[src/rtl/ibpl_gpio_cardlet.sv]
// GPIO cardlet plugin for the DIOB2 interbackplane frontend: per-channel drive/read,
// synchronised and debounced inputs, stretched activity LEDs and a sticky enable error.
module ibpl_gpio_cardlet #(
    parameter int unsigned CH_COUNT           = 6,
    parameter int unsigned DEBOUNCE_CYCLES    = 16,
    parameter int unsigned LED_STRETCH_CYCLES = 1000000
) (
    input  logic       clk,
    input  logic       reset,
    input  logic [7:0] output_enable,
    input  logic [7:0] input_enable,
    input  logic [7:0] internal_out,
    input  logic [5:0] diob_in,
    input  logic       error_clear,
    output logic [5:0] diob_dir,
    output logic [5:0] diob_out,
    output logic [7:0] internal_in,
    output logic [7:0] diob_led1,
    output logic [7:0] diob_led2,
    output logic       plugin_error
);

    localparam int unsigned NCH   = 6;
    localparam int unsigned EN_W  = 8;
    localparam int unsigned LED_W = 24;
    localparam int unsigned CNT_W = (DEBOUNCE_CYCLES == 0) ? 1 : $clog2(DEBOUNCE_CYCLES + 1);

    localparam logic [EN_W-1:0]  SUP_MASK = EN_W'((64'd1 << CH_COUNT) - 64'd1);
    localparam logic [CNT_W-1:0] CNT_LAST = CNT_W'(DEBOUNCE_CYCLES - 1);
    localparam logic [LED_W-1:0] LED_LOAD = LED_W'(LED_STRETCH_CYCLES);

    logic [EN_W-1:0]  oe_q, ie_q;
    logic             err_q, err_d;
    logic [NCH-1:0]   dout_q, dout_d;
    logic [NCH-1:0]   s1_q, s2_q;
    logic [NCH-1:0]   deb_q, deb_d;
    logic [CNT_W-1:0] cnt_q [NCH];
    logic [CNT_W-1:0] cnt_d [NCH];
    logic [NCH-1:0]   src_q;
    logic [LED_W-1:0] led_q [NCH];
    logic [LED_W-1:0] led_d [NCH];

    logic [NCH-1:0]   out_mode, in_mode, led_src, led_on;
    logic             err_cond;
    logic             unused_int_out;

    // Channel mode decode from the registered enables; unsupported channels stay idle.
    assign out_mode = oe_q[NCH-1:0] & ~ie_q[NCH-1:0] & SUP_MASK[NCH-1:0];
    assign in_mode  = ie_q[NCH-1:0] & ~oe_q[NCH-1:0] & SUP_MASK[NCH-1:0];
    assign err_cond = (|(oe_q & ie_q & SUP_MASK)) | (|((oe_q | ie_q) & ~SUP_MASK));
    assign led_src  = (out_mode & dout_q) | (in_mode & deb_q);

    assign unused_int_out = ^internal_out[EN_W-1:NCH];

    // Error flag: a live error condition always wins over a clear request.
    always_comb begin
        err_d = err_q;
        if (err_cond) begin
            err_d = 1'b1;
        end else if (error_clear) begin
            err_d = 1'b0;
        end
    end

    assign dout_d = internal_out[NCH-1:0] & out_mode;

    // Debounce: a new level is accepted only after DEBOUNCE_CYCLES consecutive mismatches.
    always_comb begin
        deb_d = deb_q;
        for (int i = 0; i < NCH; i++) begin
            cnt_d[i] = cnt_q[i];
        end
        if (DEBOUNCE_CYCLES == 0) begin
            deb_d = s2_q;
            for (int i = 0; i < NCH; i++) begin
                cnt_d[i] = '0;
            end
        end else begin
            for (int i = 0; i < NCH; i++) begin
                if (s2_q[i] == deb_q[i]) begin
                    cnt_d[i] = '0;
                end else if (cnt_q[i] == CNT_LAST) begin
                    deb_d[i] = s2_q[i];
                    cnt_d[i] = '0;
                end else begin
                    cnt_d[i] = cnt_q[i] + CNT_W'(1);
                end
            end
        end
    end

    // Activity LED stretch: any source edge reloads, otherwise count down to dark.
    always_comb begin
        for (int i = 0; i < NCH; i++) begin
            led_d[i]  = led_q[i];
            led_on[i] = |led_q[i];
            if (led_src[i] != src_q[i]) begin
                led_d[i] = LED_LOAD;
            end else if (led_q[i] != '0) begin
                led_d[i] = led_q[i] - LED_W'(1);
            end
        end
    end

    always_ff @(posedge clk) begin
        if (reset) begin
            oe_q   <= '0;
            ie_q   <= '0;
            err_q  <= 1'b0;
            dout_q <= '0;
            s1_q   <= '0;
            s2_q   <= '0;
            deb_q  <= '0;
            src_q  <= '0;
            for (int i = 0; i < NCH; i++) begin
                cnt_q[i] <= '0;
                led_q[i] <= '0;
            end
        end else begin
            oe_q   <= output_enable;
            ie_q   <= input_enable;
            err_q  <= err_d;
            dout_q <= dout_d;
            s1_q   <= diob_in;
            s2_q   <= s1_q;
            deb_q  <= deb_d;
            src_q  <= led_src;
            for (int i = 0; i < NCH; i++) begin
                cnt_q[i] <= cnt_d[i];
                led_q[i] <= led_d[i];
            end
        end
    end

    // Drivers are forced off only while the error condition itself is present.
    assign diob_dir     = err_cond ? '0 : out_mode;
    assign diob_out     = dout_q;
    assign internal_in  = {2'b00, deb_q & in_mode};
    assign diob_led1    = {err_q, 1'b0, led_on};
    assign diob_led2    = {2'b00, diob_dir};
    assign plugin_error = err_q;

endmodule

[config.mk]
export PLATFORM = sky130hd
export DESIGN_NAME = ibpl_gpio_cardlet
export DESIGN_NICKNAME = d
export VERILOG_FILES = /design/src/rtl/ibpl_gpio_cardlet.sv
export SDC_FILE = /design/constraint.sdc
export NUM_CORES = 1
export LEC_CHECK = 0
export CORE_MARGIN = 4
export CORE_UTILIZATION = 59
export DETAILED_ROUTE_END_ITERATION = 10
export HOLD_SLACK_MARGIN = 0.12
export PLACE_DENSITY_LB_ADDON = 0.2
export SLEW_MARGIN = 5
export SYNTH_ARGS = -nofsm -noshare
export SYNTH_HDL_FRONTEND = slang
export SYNTH_SLANG_ARGS = --single-unit
[constraint.sdc]
create_clock -name clk -period 3.05 [get_ports clk]
set_input_delay 0.4575 -clock clk [delete_from_list [all_inputs] [get_ports clk]]
set_output_delay 0.4575 -clock clk [all_outputs]
set_load 0.02 [all_outputs]
==> summary.txt, run 1 <==
Synthesis
  • Largest area contributor in the netlist: dfxtp_1
  • Synth async-reset ratio: 0%
  • Syn Inst Count: 1131
  • Number of synthesis warnings: 0
  • Synthesized cell area: about 10000 um2
  • Syn_area_per_cell: ~8.9 um2
  • Post-synth cell types: 55
  • Sequential-to-total area share from yosys stat: around 44%
  • Synth area leaders: dfxtp_1, xor2_1, nor2_1
  • Post-synth EDFFs: 0
  • Synth top area share: 44.2%
  • Seq cells post-synth: ~220
  • Main synth FF type: dfxtp_1

STA
  • Hold_ws: about 410 ps
  • RSZ-0062 raised after global routing: yes
  • Final Cycle Share: 97.0%
  • Slew headroom: between 50% and 60%
  • Max Transition Viols Final: 0
  • FMAX: around 0.34 GHz
  • Clock period minus worst slack: roughly 3000 ps
  • Least-Margin Pin Slew: slightly above 700 ps
  • Setup violators final: 0
  • Clk_skew: about 6.6 ps
  • Final setup TNS: 0 ps
  • Fin. Hold Viols: 0

Hold path
  • Min-delay src: reset
  • Hold/Removal Path Class: in2reg

Worst setup path
  • Arrival time worst endpoint: about 2500 ps
  • Crit-path max cell delay: approximately 700 ps
  • Critical Path End Type: output pin
  • Critical path depth: 4
  • Critical path class: reg2out
  • R2r worst-path depth: 5
  • Critical Path, Cell by Cell: nor4_2 > nand4_1 > nor3b_1 > clkdlybuf4s50_1
  • R2r setup slk: approximately 730 ps
  • Critical Path Start: ie_q[6]
  • End of the critical path: diob_led2[4]
  • Largest delay contributor family on the critical path: simple AND/OR/NAND/NOR gates
  • Startpoint Class: register
  • Reg2reg start: led_q[5][8]
  • Worst EP required: 2590 ps
  • RR Endpoint: led_q[5][21]
  • Buf+Inv Stages, Crit Path: 1
  • Worst-path maximum fanout: 3
  • CP max-delay cell: clkdlybuf4s50_1

Power
  • Pint: 8.60 mW
  • Leak: about 4.5 nW
  • Power share of the clock group: approximately a fifth
  • NetSw: approximately 6.1 mW
  • Combinational power share: roughly half
  • Reg power frac: 31.5%
  • Pwr dens: 1250 nW/um2
  • Sw frac: roughly 41%
  • Power consumption: ~15 mW
  • Worst vdd ir: 0.000842 V

Final layout
  • Antenna diodes: 0
  • Nets: between 1000 and 1500
  • Final Cell Area: about 12000 um2
  • Util after Layout: 70.7%
  • FILL cells: 1335
  • Area grow syn2layout: 17.0%
  • Layout cell share with drive strength beyond 1: around 7.8%

Status
  • Status: finished, final reports clean

Placement
  • GP Congestion: 0.821
  • HPWL Detailed: roughly 14 mm
  • Placed cell area: approximately 11000 um2
  • Port bufs: 62

Clock network
  • Clock buffer depth: 3
  • Num CTS Buffers: 23
  • Clock network latency to the later pin of the worst-skew pair: 500 ps
  • CTS tree: yes
  • Clock net sink count: roughly 220
  • Setup bufs post-CTS: 0
  • Clk pin slew, worst setup/hold paths: 60 ps
  • Clock root cell: clkbuf_16
  • CTS H-Tree Depth: 1

Die
  • Number of top-level pins: 70
  • Row count: 47
  • Starting Density: between 60 and 70%
  • Die area: about 19000 um2
  • Die Y-Extent: approximately 140 um
  • Core ar.: roughly 17000 um2
  • Die Width: 138 um

Global routing
  • GR Overflow Total: 0
  • Largest net degree at the start of global routing: around 90
  • First-pass GRT wire length: around 35 mm
  • Number of global-route vias before repair: 7571
  • Antenna violations before repair: 0
  • GRT Util Overall: roughly 21%

Detailed routing
  • Final ANT Viol Nets: 0
  • Drt initial violations: about 440
  • Via/cell ratio: 5.66
  • Drt drc: 0
  • Drt pass-1 iters: 5
  • Drt total wl: approximately 21 mm
  • Avg WL per Cell: between 10 and 15 um
  • Vias: 8092

Run
  • MaxCap Viol Count: 0
## per-layer routing
metal	global-route usage [%]	vias up	part of all wire, %
met2	35.1	134	48
met4	5.10	0	2.0
met3	3.35	39	4.1
met5	0	-	0
li1	-	4095	-
met1	27.6	3824	46
## sequential cells by signal, indices dropped and copies added, names as in the netlist, 8 cells and up
name / cells
ie_q: 8
cnt_q: 30
oe_q: 8
led_q: 144
## logic make-up after synthesis
logic type,after synthesis,synth area share [%]
simple gates,478,26.2
flops,221,44.2
fa+ha+maj,23,2.87
other cells,1,0.0374
mux,6,0.599
compound gates,180,11.2
buf+inv,99,4.18
xor+xnor,123,10.8
## worst min-delay path: cells and delay by family
kind                   cells  cell delay [ps]
buffers and inverters      2              250
and+or+nand+nor            1              160
## Yosys cell counts, types with 6 or more instances
library cell / n
xor2_1: 74
nand2_1: 32
a31oi_1: 6
o31ai_1: 10
or2_2: 7
nor4_1: 30
mux2i_1: 6
ha_1: 23
nand3b_1: 8
nand4_1: 24
nor2b_1: 39
clkbuf_1: 41
a21oi_1: 71
or4_1: 24
nor2_1: 160
and2_1: 7
nor3_1: 33
or3_1: 28
o21ai_0: 27
and3_1: 16
dfxtp_1: 221
xnor2_1: 49
inv_1: 43
o211ai_1: 30
nand2b_1: 6
buf_4: 12
a211oi_1: 11
nand3_1: 28
## repair_timing
action | 4_1_cts | 5_1_grt
resized for setup | 6 | 5
hold buffers | 0 | 0
pin swaps | 0 | 1
endpoints found under the setup margin | 9 | 9
## how the worst min path moves through the flow
stage / slack, ps / to / cells past startpoint
after floorplan: 410 / s2_q[0] / 1
after global placement: 420 / s2_q[5] / 1
after detailed placement: 420 / s2_q[5] / 1
after CTS: 400 / diob_out[3] / 3
after global routing: 440 / diob_out[3] / 3
final: 410 / diob_out[3] / 3
## through the flow
step / worst slack [ps] / cells
2_1_floorplan: 744 / 1135
3_3_place_gp: 416 / 1388
3_5_place_dp: 354 / 1388
4_1_cts: 49.7 / 1429
5_1_grt: -82.5 / 1429
6_report: 92.4 / 1429
## final cells by class
cell class	count	area [um2]	share of cell area, %
Inverter	44	165	1.41
Multi-Input combinational cell	815	5220	44.6
Clock inverter	5	100	0.854
Tap cell	220	275	2.35
Sequential cell	221	4420	37.8
Clock buffer	36	704	6.01
Timing Repair Buffer	88	826	7.05
## power groups by stage
stage | registers [mW] | clock network, mW | logic (mW)
after floorplan | 4.45 | 0 | 5.49
after global placement | 4.61 | 0 | 6.84
after detailed placement | 4.64 | 0 | 6.98
after CTS | 4.60 | 2.99 | 7.05
after global routing | 4.76 | 3.10 | 7.96
final | 4.62 | 2.93 | 7.10
## cells in the final DEF (no fill, tap or decap), types with 30 or more instances in the layout
cell type	synthesis	layout
clkdlybuf4s50_1	0	57
dfxtp_1	221	221
a21oi_1	71	71
nor3_1	33	33
xnor2_1	49	49
nor2b_1	39	39
xor2_1	74	74
nor2_1	160	159
nand2_1	32	32
inv_1	43	43
o211ai_1	30	30
Note: power is estimated with default switching activity, not from simulation.
==> inputs of run 2 (changes only) <==
CORE_UTILIZATION = 35   (was 59)
GPL_ROUTABILITY_DRIVEN = 0   (was default)
==> run 2 against run 1 <==
Against the previous run: sequential power is essentially flat; utilization shrank 28 points; largest cell class unchanged; maximum frequency grew 1.5%; global-route usage shrank 7.0 points; largest power group unchanged; highest routed layer unchanged; worst setup slack gained 44 ps; sequential share of layout area shrank 0.87 points; critical path depth grew 1; sequential cell count is the same; die area grew 64%; register-to-register slack is essentially flat.
==> summary.txt, run 2 (synthesis gave the netlist of run 1 again) <==
Clock network
  • Clock network latency to the later pin of the worst-skew pair: 520 ps (+20 ps)
  • Num CTS Buffers: 25 (+8.7%)
  • CTS H-Tree Depth: 1 (unchanged)
  • Clock root cell: clkbuf_16
  • Clock net sink count: 221 (unchanged)
  • Clock buffer depth: 3 (unchanged)
  • CTS tree: yes
  • Clk pin slew, worst setup/hold paths: 60 ps (about the same)

Hold path
  • Hold/Removal Path Class: in2reg

Worst setup path
  • Worst EP required: 2590 ps (about the same)
  • Worst-path maximum fanout: 6 (+3)
  • Arrival time worst endpoint: 2460 ps (-40 ps)
  • Startpoint Class: register
  • Critical Path End Type: output pin
  • Critical path class: reg2out

Detailed routing
  • Drt drc: 0 (unchanged)
  • Final ANT Viol Nets: 0 (unchanged)
  • Drt initial violations: 329 (-26%)
  • Drt pass-1 iters: 5 (unchanged)
  • Avg WL per Cell: 13.5 um (-6.1%)
  • Drt total wl: 21.5 mm (+4.8%)
  • Vias: 7917 (-2.2%)
  • Via/cell ratio: 4.96 (-12%)

Die
  • Die Width: 177 um (+28%)
  • Core ar.: 28000 um2 (+69%)
  • Row count: 61 (+30%)
  • Starting Density: 35.8% (-25 points)
  • Die area: 31400 um2 (+64%)
  • Number of top-level pins: 70 (unchanged)
  • Die Y-Extent: 177 um (+28%)

Power
  • Power share of the clock group: 20.5% (+0.5 points)
  • Reg power frac: 31.2% (-0.3 points)
  • Sw frac: 41.7% (+0.35 points)
  • Power consumption: 14.8 mW (+1.0%)
  • Worst vdd ir: 0.000752 V (-11%)
  • NetSw: 6.17 mW (+1.9%)
  • Pwr dens: 1230 nW/um2 (-1.3%)
  • Combinational power share: 48.3% (-0.2 points)
  • Leak: 4.55 nW (+2.0%)
  • Pint: 8.63 mW (+0.41%)

STA
  • Clock period minus worst slack: 2910 ps (-44.2 ps)
  • Clk_skew: 8.29 ps (+1.70 ps)
  • Final setup TNS: 0 ps (unchanged)
  • Max Transition Viols Final: 0 (unchanged)
  • Fin. Hold Viols: 0 (unchanged)
  • Setup violators final: 0 (unchanged)
  • RSZ-0062 raised after global routing: no
  • Least-Margin Pin Slew: 777 ps (+58.0 ps)
  • Slew headroom: 46.9% (-4.0 points)
  • FMAX: 0.343 GHz (+1.5%)
  • Final Cycle Share: 95.5% (-1.4 points)

Final layout
  • Register bank with the most flops: led_q
  • Layout cell share with drive strength beyond 1: 8.79% (+1.0 points)
  • Most frequent cells in the layout: dfxtp_1, nor2_1, xor2_1
  • Final Cell Area: 12000 um2 (+2.4%)
  • Number of flip-flops in the largest register: 144 (unchanged)
  • Final cell count without fillers: 1595 (+12%)
  • Area grow syn2layout: 19.7%
  • Nets: 1254 (+0.40%)
  • Commonest non-fill, non-tap cell in the layout: dfxtp_1
  • Regs by FF count: led_q: 144 flops, cnt_q: 30 flops
  • Antenna diodes: 0 (unchanged)

Placement
  • Placed cell area: 11100 um2 (+1.9%)
  • HPWL Detailed: 14.7 mm (+5.9%)
  • Port bufs: 62 (unchanged)
  • Placed Cells: 1549 (+12%)

Global routing
  • Antenna violations before repair: 0 (unchanged)
  • Number of global-route vias before repair: 7696 (+1.7%)
  • GR Overflow Total: 0 (unchanged)
  • Largest net degree at the start of global routing: 41 (-54%)
  • First-pass GRT wire length: 36.6 mm (+5.2%)
  • GRT Util Overall: 13.7% (-7.0 points)

Run
  • MaxCap Viol Count: 0 (unchanged)

Status
  • Status: finished, final reports clean
==> run 2: timing repair <==
action | in CTS | in global routing
gates resized for setup | 7 | 13
pin swaps | 0 | 1
hold buffers | 0 | 0
setup endpoints to repair | 14 | 9
buffers inserted | 0 | 0
cloned | 0 | 0
==> run 2: power by group through the flow <==
stage / Clock (mW) / Combinational [mW] / Sequential, mW
2_1_floorplan: 0 / 5.49 / 4.45
3_3_place_gp: 0 / 7.03 / 4.62
3_5_place_dp: 0 / 7.07 / 4.64
4_1_cts: 3.14 / 7.12 / 4.60
5_1_grt: 3.26 / 8.07 / 4.77
6_report: 3.04 / 7.14 / 4.62
==> run 2: per-layer routing <==
| metal | vias up | track usage [%] | part of all wire, % |
|---|---|---|---|
| li1 | 4104 | - | - |
| met1 | 3678 | 18.2 | 49 |
| met2 | 102 | 23.0 | 45 |
| met3 | 33 | 2.35 | 3.4 |
| met4 | 0 | 3.55 | 2.0 |
| met5 | - | 0 | 0 |
==> run 2: layout make-up <==
cell class                      instances  area, um2
Multi-Input combinational cell        815       5240
Sequential cell                       221       4420
Fill cell                            2793      16000
Tap cell                              378        473
Timing Repair Buffer                   91        847
Clock buffer                           35        733
Clock inverter                         11        115
Inverter                               44        165
==> run 2: worst max-delay path: stages (launching register included) <==
cell and delay (ps):
dfxtp_1 360, a22oi_1 310, nand4_1 260, buf_4 240
nor2b_1 140, clkdlybuf4s50_1 630
==> run 2: path summary, 6_finish.rpt <==
kind / start / slack (ps) / end / cells past startpoint
max: oe_q[0] / 140 / diob_led2[5] / 5
min: reset / 250 / led_q[5][18] / 2
max reg2reg: led_q[5][0] / 740 / led_q[5][21] / 10
min reg2reg: s1_q[0] / 440 / s2_q[0] / 1
==> run 2: metrics by stage <==
step / hold slack [ps] / worst slack [ps] / utilization (%)
2_1_floorplan: 414 / 744 / -
3_3_place_gp: 423 / 342 / 39.6
3_5_place_dp: 428 / 316 / 39.6
4_1_cts: 227 / 2.47 / 42.6
5_1_grt: 243 / 2.50 / 42.8
6_report: 251 / 137 / 42.8
==> inputs of run 3 (changes only) <==
SKIP_CTS_REPAIR_TIMING = 1   (was default)
clock period = 3.2 ns   (was 3.05 ns; I/O delays follow)
==> run 3 against run 2 <==
Against the previous run: largest cell class unchanged; first-iteration DRC count is 9.7% higher; utilization hardly changed; sequential cell count stayed put; worst hold slack better by 54 ps; clock-buffer cell count is 7 lower; die area stayed put; sequential power is 5.0% lower; final area hardly changed.
==> summary.txt, run 3 (synthesis gave the netlist of run 1 again) <==
Die
  • Core ar.: 28000 um2 (unchanged)
  • Die Y-Extent: 177 um (unchanged)
  • Die area: 31400 um2 (unchanged)
  • Die Width: 177 um (unchanged)
  • Number of top-level pins: 70 (unchanged)
  • Starting Density: 35.8% (unchanged)
  • Row count: 61 (unchanged)

Placement
  • HPWL Detailed: 14.6 mm (-0.60%)
  • Pre-CTS WS: 325 ps (+9.32 ps)
  • Port bufs: 62 (unchanged)

Final layout
  • Commonest non-fill, non-tap cell in the layout: dfxtp_1
  • Layout cell share with drive strength beyond 1: 8.35% (-0.45 points)
  • Number of flip-flops in the largest register: 144 (unchanged)
  • Antenna diodes: 0 (unchanged)
  • Register bank with the most flops: led_q
  • Regs by FF count: led_q: 144 flops, cnt_q: 30 flops
  • Util after Layout: 42.9% (about the same)
  • Register area: 4420 um2 (unchanged)
  • Nets: 1248 (-0.48%)
  • FILL cells: 2834 (+1.5%)
  • Most frequent cells in the layout: dfxtp_1, nor2_1, xor2_1
  • Multi-input logic area: 5220 um2 (-0.31%)
  • Area grow syn2layout: 19.8% (about the same)

Worst setup path
  • Worst EP required: 2720 ps (+130 ps)
  • Arrival time worst endpoint: 2530 ps (+70 ps)
  • Critical path class: reg2out
  • Critical Path End Type: output pin
  • Worst-path maximum fanout: 7 (+1)
  • Startpoint Class: register

Global routing
  • GR met2 Demand/Resource: 22.5% (-0.51 points)
  • Number of global-route vias before repair: 7513 (-2.4%)
  • Largest net degree at the start of global routing: 37 (-9.8%)
  • Busiest grt layer: met2
  • GRT Util Overall: 13.5% (-0.14 points)
  • Met3 Use GR: 2.07% (-0.28 points)
  • Antenna violations before repair: 0 (unchanged)
  • GR Overflow Total: 0 (unchanged)
  • First-pass GRT wire length: 36.1 mm (-1.3%)
  • Met1 Use GR: 18.5% (+0.28 points)

Detailed routing
  • Avg WL per Cell: 13.4 um (-0.71%)
  • Via/cell ratio: 4.99 (+0.58%)
  • Drt initial violations: 361 (+9.7%)
  • Drt total wl: 21.3 mm (-1.1%)
  • Drt drc: 0 (unchanged)
  • Vias: 7928 (+0.14%)
  • Drt pass-1 iters: 4 (-1)
  • Final ANT Viol Nets: 0 (unchanged)

STA
  • Clock period minus worst slack: approximately 3000 ps
  • Final Cycle Share: 94.0%
  • Fin. Hold Viols: 0 (unchanged)
  • Clk_skew: 6.58 ps (-1.72 ps)
  • Final worst setup slack: 193 ps (+56.0 ps)
  • Slew headroom: 47.8% (+0.91 points)
  • RSZ-0062 raised after global routing: no
  • Least-Margin Pin Slew: 763 ps (-13.3 ps)
  • FMAX: about 0.33 GHz
  • Setup violators final: 0 (unchanged)
  • Max Transition Viols Final: 0 (unchanged)
  • Final setup TNS: 0 ps (unchanged)

Clock network
  • Num CTS Buffers: 25 (unchanged)
  • Clock buffer depth: 3 (unchanged)
  • Clk pin slew, worst setup/hold paths: 60 ps (about the same)
  • CTS H-Tree Depth: 1 (unchanged)
  • Clock net sink count: 221 (unchanged)
  • CTS tree: yes
  • Clock root cell: clkbuf_16
  • Clock network latency to the later pin of the worst-skew pair: 510 ps (about the same)

Run
  • MaxCap Viol Count: 0 (unchanged)

Hold path
  • Hold/Removal Path Class: in2reg

Power
  • Leak: 4.51 nW (-0.91%)
  • Pwr dens: 1190 nW/um2 (-3.7%)
  • Worst vdd ir: 0.000707 V (-6.0%)

Status
  • Status: finished, final reports clean
==> run 3: final timing paths <==
kind | cells after the start | slack (ps) | startpoint | end
min | 2 | 300 | reset | led_q[5][17]
min reg2reg | 1 | 440 | s1_q[2] | s2_q[2]
max | 4 | 190 | led_q[5][4] | diob_led1[5]
max reg2reg | 5 | 910 | led_q[5][8] | led_q[5][21]
==> run 3: cell type report <==
| class | count | area share [%] |
|---|---|---|
| Multi-Input combinational cell | 815 | 43.5 |
| Sequential cell | 221 | 36.9 |
| Timing Repair Buffer | 85 | 6.67 |
| Clock buffer | 28 | 5.47 |
| Tap cell | 378 | 3.94 |
| Clock inverter | 17 | 2.19 |
| Inverter | 44 | 1.38 |
==> run 3: critical path, cell delays in order, from the launching register on <==
cell	delay (ps)
dfxtp_1	380
nor4_4	500
nand4_1	170
or2_2	390
clkdlybuf4s50_1	560
==> run 3: stage by stage <==
step | hold slack, ps | power [mW] | area [um2] | cells
5_1_grt | 299 | 15.5 | 12000 | 1588
4_1_cts | 287 | 14.4 | 12000 | 1588
6_report | 305 | 14.3 | 12000 | 1588
2_1_floorplan | 414 | 9.48 | 10000 | 1135
3_3_place_gp | 428 | 11.0 | 11000 | 1543
3_5_place_dp | 425 | 11.1 | 11000 | 1543
==> run 3: per-layer routing <==
layer | vias up | share of wire [%]
li1 | 4122 | -
met1 | 3686 | 49
met2 | 96 | 46
met3 | 24 | 3.4
met4 | 0 | 1.7
met5 | - | 0
==> run 3: power breakdown <==
part	total [mW]	switching, mW	internal [mW]
clock	3.16	1.12	2.03
sequential	4.39	0.823	3.56
combinational	6.72	3.86	2.86
total	14.3	5.80	8.46
